### src/rtl/sipo_deserializer.sv
// sipo_deserializer: serial-in / parallel-out word assembler with a
// valid/ready handshake on the parallel side and a sticky overrun flag.
// Bits arrive MSB-first on 'a' when 'en' is high. After WIDTH bits the
// word is registered on 's' and held until 'ready' accepts it.
// Optional feature: define SIPO_PARITY_EN to register the XOR of 's' on
// 'parity'. Without it, 'parity' is tied low and no parity logic exists.
module sipo_deserializer #(
  parameter int WIDTH = 8
) (
  input  logic             clk,
  input  logic             reset,
  input  logic             a,
  input  logic             en,
  input  logic             ready,
  output logic [WIDTH-1:0] s,
  output logic             valid,
  output logic             overrun,
  output logic             parity
);

  localparam int CW = (WIDTH > 2) ? $clog2(WIDTH) : 1;
  localparam logic [CW-1:0] LAST = CW'(WIDTH - 1);

  typedef enum logic [1:0] {
    IDLE  = 2'd0,
    SHIFT = 2'd1,
    HOLD  = 2'd2
  } state_e;

  state_e           state_q, state_d;
  logic [CW-1:0]    count_q, count_d;
  // Only the first WIDTH-1 bits of a word need storage: the final bit
  // is taken straight from 'a' on the completing edge.
  logic [WIDTH-2:0] shreg_q, shreg_d;
  logic [WIDTH-1:0] s_q, s_d;
  logic             ovr_q, ovr_d;
  logic             load;
  logic [WIDTH-1:0] shifted;

  assign shifted = {shreg_q, a};

  // Next-state, datapath and flag updates for the three-state controller
  always_comb begin
    state_d = state_q;
    count_d = count_q;
    shreg_d = shreg_q;
    s_d     = s_q;
    ovr_d   = ovr_q;
    load    = 1'b0;
    unique case (state_q)
      IDLE, SHIFT: begin
        if (en) begin
          shreg_d = shifted[WIDTH-2:0];
          if (count_q == LAST) begin
            s_d     = shifted;
            load    = 1'b1;
            count_d = '0;
            state_d = HOLD;
          end else begin
            count_d = count_q + CW'(1);
            state_d = SHIFT;
          end
        end
      end
      HOLD: begin
        if (ready) begin
          // Transfer; a bit arriving on the same edge starts the next word.
          if (en) begin
            shreg_d = shifted[WIDTH-2:0];
            count_d = CW'(1);
            state_d = SHIFT;
          end else begin
            state_d = IDLE;
          end
        end else if (en) begin
          // Nowhere to put the bit while a word is pending: drop it.
          ovr_d = 1'b1;
        end
      end
      default: begin
        state_d = IDLE;
        count_d = '0;
      end
    endcase
  end

  // State, counter, shift register, output word and sticky overrun
  always_ff @(posedge clk or negedge reset) begin
    if (!reset) begin
      state_q <= IDLE;
      count_q <= '0;
      shreg_q <= '0;
      s_q     <= '0;
      ovr_q   <= 1'b0;
    end else begin
      state_q <= state_d;
      count_q <= count_d;
      shreg_q <= shreg_d;
      s_q     <= s_d;
      ovr_q   <= ovr_d;
    end
  end

`ifdef SIPO_PARITY_EN
  logic par_q;

  // Parity is captured on the same edge as the word it describes
  always_ff @(posedge clk or negedge reset) begin
    if (!reset)    par_q <= 1'b0;
    else if (load) par_q <= ^s_d;
  end

  assign parity = par_q;
`else
  assign parity = 1'b0;
`endif

  assign s       = s_q;
  assign valid   = (state_q == HOLD);
  assign overrun = ovr_q;

`ifndef SYNTHESIS
  // A pending word must not change until it has been accepted
  hold_stable_a: assert property (@(posedge clk) disable iff (!reset)
    (state_q == HOLD && !ready) |=> ($stable(s_q) && state_q == HOLD));
  // The counter is idle whenever a word is pending
  hold_count_a: assert property (@(posedge clk) disable iff (!reset)
    (state_q == HOLD) |-> (count_q == '0));
`endif

endmodule

### config.mk
export PLATFORM = sky130hd
export DESIGN_NAME = sipo_deserializer
export DESIGN_NICKNAME = d
export VERILOG_FILES = /design/src/rtl/sipo_deserializer.sv
export SDC_FILE = /design/constraint.sdc
export NUM_CORES = 1
export LEC_CHECK = 0
export BUFFER_PORTS_ARGS = -buffer_cell sky130_fd_sc_hd__buf_2
export CORE_MARGIN = 2
export CORE_UTILIZATION = 30
export CTS_BUF_LIST = sky130_fd_sc_hd__clkbuf_4 sky130_fd_sc_hd__clkbuf_8 sky130_fd_sc_hd__clkbuf_16
export CTS_CLUSTER_SIZE = 8
export DETAILED_ROUTE_END_ITERATION = 8
export GPL_TIMING_DRIVEN = 0
export PLACE_DENSITY = 0.51
export SYNTH_ARGS = -nofsm -noshare
export SYNTH_HDL_FRONTEND = slang
export SYNTH_SLANG_ARGS = --single-unit
### constraint.sdc
create_clock -name clk -period 2.3 [get_ports clk]
set_input_delay 0.23 -clock clk [delete_from_list [all_inputs] [get_ports clk]]
set_output_delay 0.23 -clock clk [all_outputs]
set_load 0.05 [all_outputs]
Word-level counts from Yosys, hierarchy flattened
Cells that the tools add are included.
{"block": "word_totals", "elab_cells": 34, "ff_bits": 21, "input_bits": 5, "out_inout_bits": 11}
{"block": "classes", "bitwise": 1, "eq_ne": 6, "n_addsub": 1, "n_reduce_logical": 8, "mux": 13}
{"cell": "$mux 7", "count": 2}
{"cell": "$pmux 7 s2", "count": 1}
{"cell": "$mux 3", "count": 4}
{"cell": "$reduce_and 3->1", "count": 3}
{"cell": "$mux 2", "count": 3}
{"cell": "$ne 2x2->1 const B", "count": 3}
{"cell": "$pmux 3 s2", "count": 1}
{"cell": "$pmux 2 s2", "count": 1}
{"cell": "$reduce_and 2->1", "count": 2}
{"cell": "$add 3x1->3 const B", "count": 1}
{"cell": "$eq 3x3->1 const B", "count": 1}
{"cell": "$eq 2x1->1 const B", "count": 1}
{"cell": "$eq 2x2->1 const B", "count": 1}
{"cell": "$logic_not 2->1", "count": 1}
{"cell": "$reduce_bool 2->1", "count": 1}
{"cell": "$reduce_or 2->1", "count": 1}
{"cell": "$mux 1", "count": 1}
{"cell": "$not 1->1", "count": 1}

Depth between registers and ports, before layout
{"block": "depth", "word_depth": 4, "depth_mapped": 5, "ltp_nobuf": 5}

Least setup slack after synthesis
OpenSTA, ideal clock, no wires.
{"block": "synth_timing", "path_type": "register to register", "from": "register count_q[0]", "to": "register s_q[0] (netlist: s[0])", "path_slack_ps": 924, "synth_period_minus_slack_ps": 1376, "path_stages_with_launch": 5, "required_time_ps": 2175, "setup_ps": 125, "t_arrival_ps": 1251, "n_path_buf": 0, "path_cell_list": "dfrtp_1 -> ha_1 -> ha_1 -> nand2_4 -> mux2_2"}
{"block": "synth_via", "elab_chain_len": 2}
{"item": "start, declared", "line_no": "31", "text": "logic [CW-1:0] count_q, count_d;"}
{"item": "start signal, assigned", "line_no": "97", "text": "count_q <= count_d;"}
{"item": "$eq 3x3->1", "line_no": "54", "text": "if (count_q == LAST) begin"}
{"item": "$reduce_and 3->1 (no source line)"}
{"item": "end signal, assigned", "line_no": "93", "text": "s_q <= '0;"}
{"item": "end signal, assigned", "line_no": "99", "text": "s_q <= s_d;"}
{"item": "end, declared", "line_no": "35", "text": "logic [WIDTH-1:0] s_q, s_d;"}
Every way passes these cells.
A chain may end at the register's enable or synchronous reset.

Worst setup path in the final report
{"block": "layout_timing", "from": "register state_q[1]", "to": "output port valid"}
{"block": "layout_via", "elab_chain_len": 1}
{"item": "start, declared", "line_no": "30", "text": "state_e state_q, state_d;"}
{"item": "start signal, assigned", "line_no": "96", "text": "state_q <= state_d;"}
{"item": "$eq 2x2->1", "line_no": "119", "text": "assign valid = (state_q == HOLD);"}
{"item": "end, declared", "line_no": "16", "text": "output logic valid,"}
Every way passes these cells.

==> impl_metrics.csv <==
group,metric,value,unit
outcome,run_status,"finished, final reports clean",
detailed_routing,via_per_inst,4.90,
clocking,path_clk_slew,0.12,ns
timing,fin_clk_skew,0.00598,ns
global_route,met1_usage,0.130,
clocking,numCtsBuffers,3,
global_route,first_global_vias,556,
worst_hold_path,hold_path.class,"primary input to register",
power,p_per_area,1200,nW/um^2
synth,synth_top_cell_by_area,"dfrtp_1",
synth,syn_area,890,sq um
layout,post_route_cells_drive_above_1_share,0.494,
floorplan,boundaryPins,16,
placed_design,place_inst,107,
floorplan,initial_core_utilization,0.320,
timing,timing.final.crit_period,1.60,ns
layout,final_cells,112,
synth,post-synth-top-area-fraction,0.591,
job,cap_viol_max_count,0,
detailed_routing,dr.pass1.iters,4,
timing,final_min_period_over_clock_period,0.696,
timing,setup_viol_count_final,0,
global_route,gr_layer_usage_met3,0.0462,
clocking,clockBufferDepth,2,
power,power_report.internal_total,741,uW
global_route,grt_antenna_before_repair,0,
critical_path,critical_path.startpoint_type,"register",
detailed_routing,postRouteAntennaNets,0,
power,share_seq_of_total_power,0.462,
global_route,grt_start_max_net_pins,22,
detailed_routing,routedWlPerCell,12.9,microns
detailed_routing,route.final.wire_length,1440,microns
power,comb_power_share,0.396,
critical_path,worst_ep_required_time,2.07,ns
layout,antenna_cells_inserted,0,
global_route,grt_use_total,0.103,
global_route,global_route.peak_usage_layer,"met2",
timing,rsz_0062_raised_after_global_routing,"no",
floorplan,design.die.area,3420,sq um
floorplan,placementRows,19,
placed_design,place.detailed.hpwl,989,microns
synth,syn-num-nets,69,
clocking,tritoncts_clock_tree,"yes",
clocking,cts-root-buf,"clkbuf_4",
floorplan,chipWidth,58.5,microns
clocking,clkSinkCount,21,
critical_path,crit_path_cell_trace,"nand2b_1 -> inv_1 -> buf_2",
global_route,grt_overflow_total,0,
timing,final.setup.tns,0,ns
synth,synth-seq-cells,21,
critical_path,critPathArrivalTime,1.37,ns
power,switching_fraction,0.406,
critical_path,worstSetupEndpointType,"output pin",
layout,final_nets,89,
synth,syn-instance-count,62,
critical_path,ws_path_type,"register to output pin",
timing,final-max-slew-violation-count,0,
global_route,groute.layer.met2.usage,0.156,
power,peakVddDrop,0.000616,V
critical_path,critical_path.max_stage_delay,0.54,ns
floorplan,floorplan.core_area,2780,sq um
timing,hold_violations,0,
floorplan,fp.dieH,58.5,microns
critical_path,cp_max_fanout,6,
critical_path,slowest_stage,"dfrtp_1",
synth,synth-seq-area-share,0.591,
power,p_leak,0.514,nW
synth,mean_area_per_synthesized_cell,14.3,sq um
synth,number_of_distinct_standard_cells_referenced_by_the_synthesized_netlist,21,
detailed_routing,drc,0,
power,clock_power_share,0.142,
placed_design,global_placer_s_final_weighted_congestion,0.694,
clocking,clk-insertion-delay-late,0.30,ns
placed_design,io_buffers,14,
global_route,global_route_wire_length_before_repair,2570,microns
timing,max_freq,625,MHz
detailed_routing,vias,549,
detailed_routing,drt-initial-drc-count,4,
power,p_sw,505,uW
layout,syn_to_final_growth,16.5,%
synth,ys_top_cells_by_area,"dfrtp_1 59%, mux2_2 19%, ha_1 2.8%",
synth,yosys_synthesis_warning_count,0,
clocking,h-tree-depth,1,
==> cells in the mapped netlist <==
cell	instances
inv_1	3
dfrtp_1	21
nand2_4	1
mux2_2	15
nor3b_1	1
o31ai_1	1
a211oi_1	1
o22ai_1	1
o21ai_0	1
a31o_2	2
a21oi_1	3
ha_1	2
nor2b_4	1
a32o_1	1
nor2_1	1
buf_4	1
a21oi_4	1
and3b_2	1
nand2b_1	2
conb_1	1
nand2_1	1
==> area by class of cell <==
type | count | area, sq um
multi-input combinational | 37 | 345
tap | 31 | 38.8
clock buffer | 3 | 22.5
timing repair buffer | 15 | 80.1
clock inverter | 1 | 5.00
fill | 274 | 1750
sequential | 21 | 526
buffer | 1 | 7.51
inverter | 3 | 11.3
==> metrics by stage <==
step	instance area, sq um	setup slack [ns]	total power [mW]	hold WS (ns)	util
after floorplan	890	0.924	0.964	-0.0656	-
after global placement	998	0.818	1.07	0.217	0.359
after detailed placement	998	0.802	1.08	0.218	0.359
after CTS	1040	0.687	1.27	0.145	0.372
after global routing	1040	0.592	1.34	0.137	0.372
final	1040	0.700	1.25	0.167	0.372
==> cells by family after synthesis <==
kind of cell | after synthesis | synth area share
muxes | 15 | 0.190
adders and majority gates | 2 | 0.0281
and+or+nand+nor | 8 | 0.0703
DFF | 21 | 0.591
buffers and inverters | 4 | 0.0211
AOI/OAI and AO/OA | 11 | 0.0956
other | 1 | 0.00422
==> metal layers <==
layer	vias to the layer above	part of all wire	routed length [microns]
met3	4	0.053	77
met5	-	0	0
met2	14	0.45	648
met1	272	0.49	700
li1	259	-	-
met4	0	0.012	17
==> power groups by stage <==
stage               sequential [mW]  clock [mW]  combinational, mW
floorplan                     0.785           0              0.179
global placement              0.581           0              0.490
detailed placement            0.588           0              0.496
CTS                           0.578       0.192              0.499
global route                  0.597       0.213              0.531
finish                        0.575       0.177              0.493
==> worst max-delay path, delay by kind of cell (launching register included) <==
| kind | cells | cell delay, ns |
|---|---|---|
| DFF | 1 | 0.54 |
| buffers and inverters | 2 | 0.36 |
| and+or+nand+nor | 1 | 0.17 |
==> worst paths after layout <==
check                      slack [ns]    endpoint       start  cells after the start
min reg2reg                      0.47     overrun     overrun                      2
max reg2reg                      0.80        s[4]  count_q[0]                      4
min                              0.17  shreg_q[0]           a                      2
min in group asynchronous        0.39  state_q[0]       reset                      2
max                              0.70       valid  state_q[1]                      3
max in group asynchronous        1.58        s[3]       reset                      2
==> timing repair <==
action	4_1_cts	5_1_grt
setup endpoints to repair	0	0
buffers inserted	0	0
resized for setup	0	0
hold buffers	1	0
hold endpoints to repair	21	0
==> state kept, by name, indices dropped and copies added, names as in the netlist <==
| signal | count |
|---|---|
| s | 8 |
| shreg_q | 7 |
| count_q | 3 |
| state_q | 2 |
| overrun | 1 |
==> placed cells by master, fill, tap and decap left out, drive strengths merged, types with 2 or more instances in the layout <==
cell     n
nand2    2
inv      3
nand2b   2
a21oi    4
buf     15
ha       2
mux2    15
a31o     2
clkbuf   3
dfrtp   21
Power figures use the tool's default switching activity.
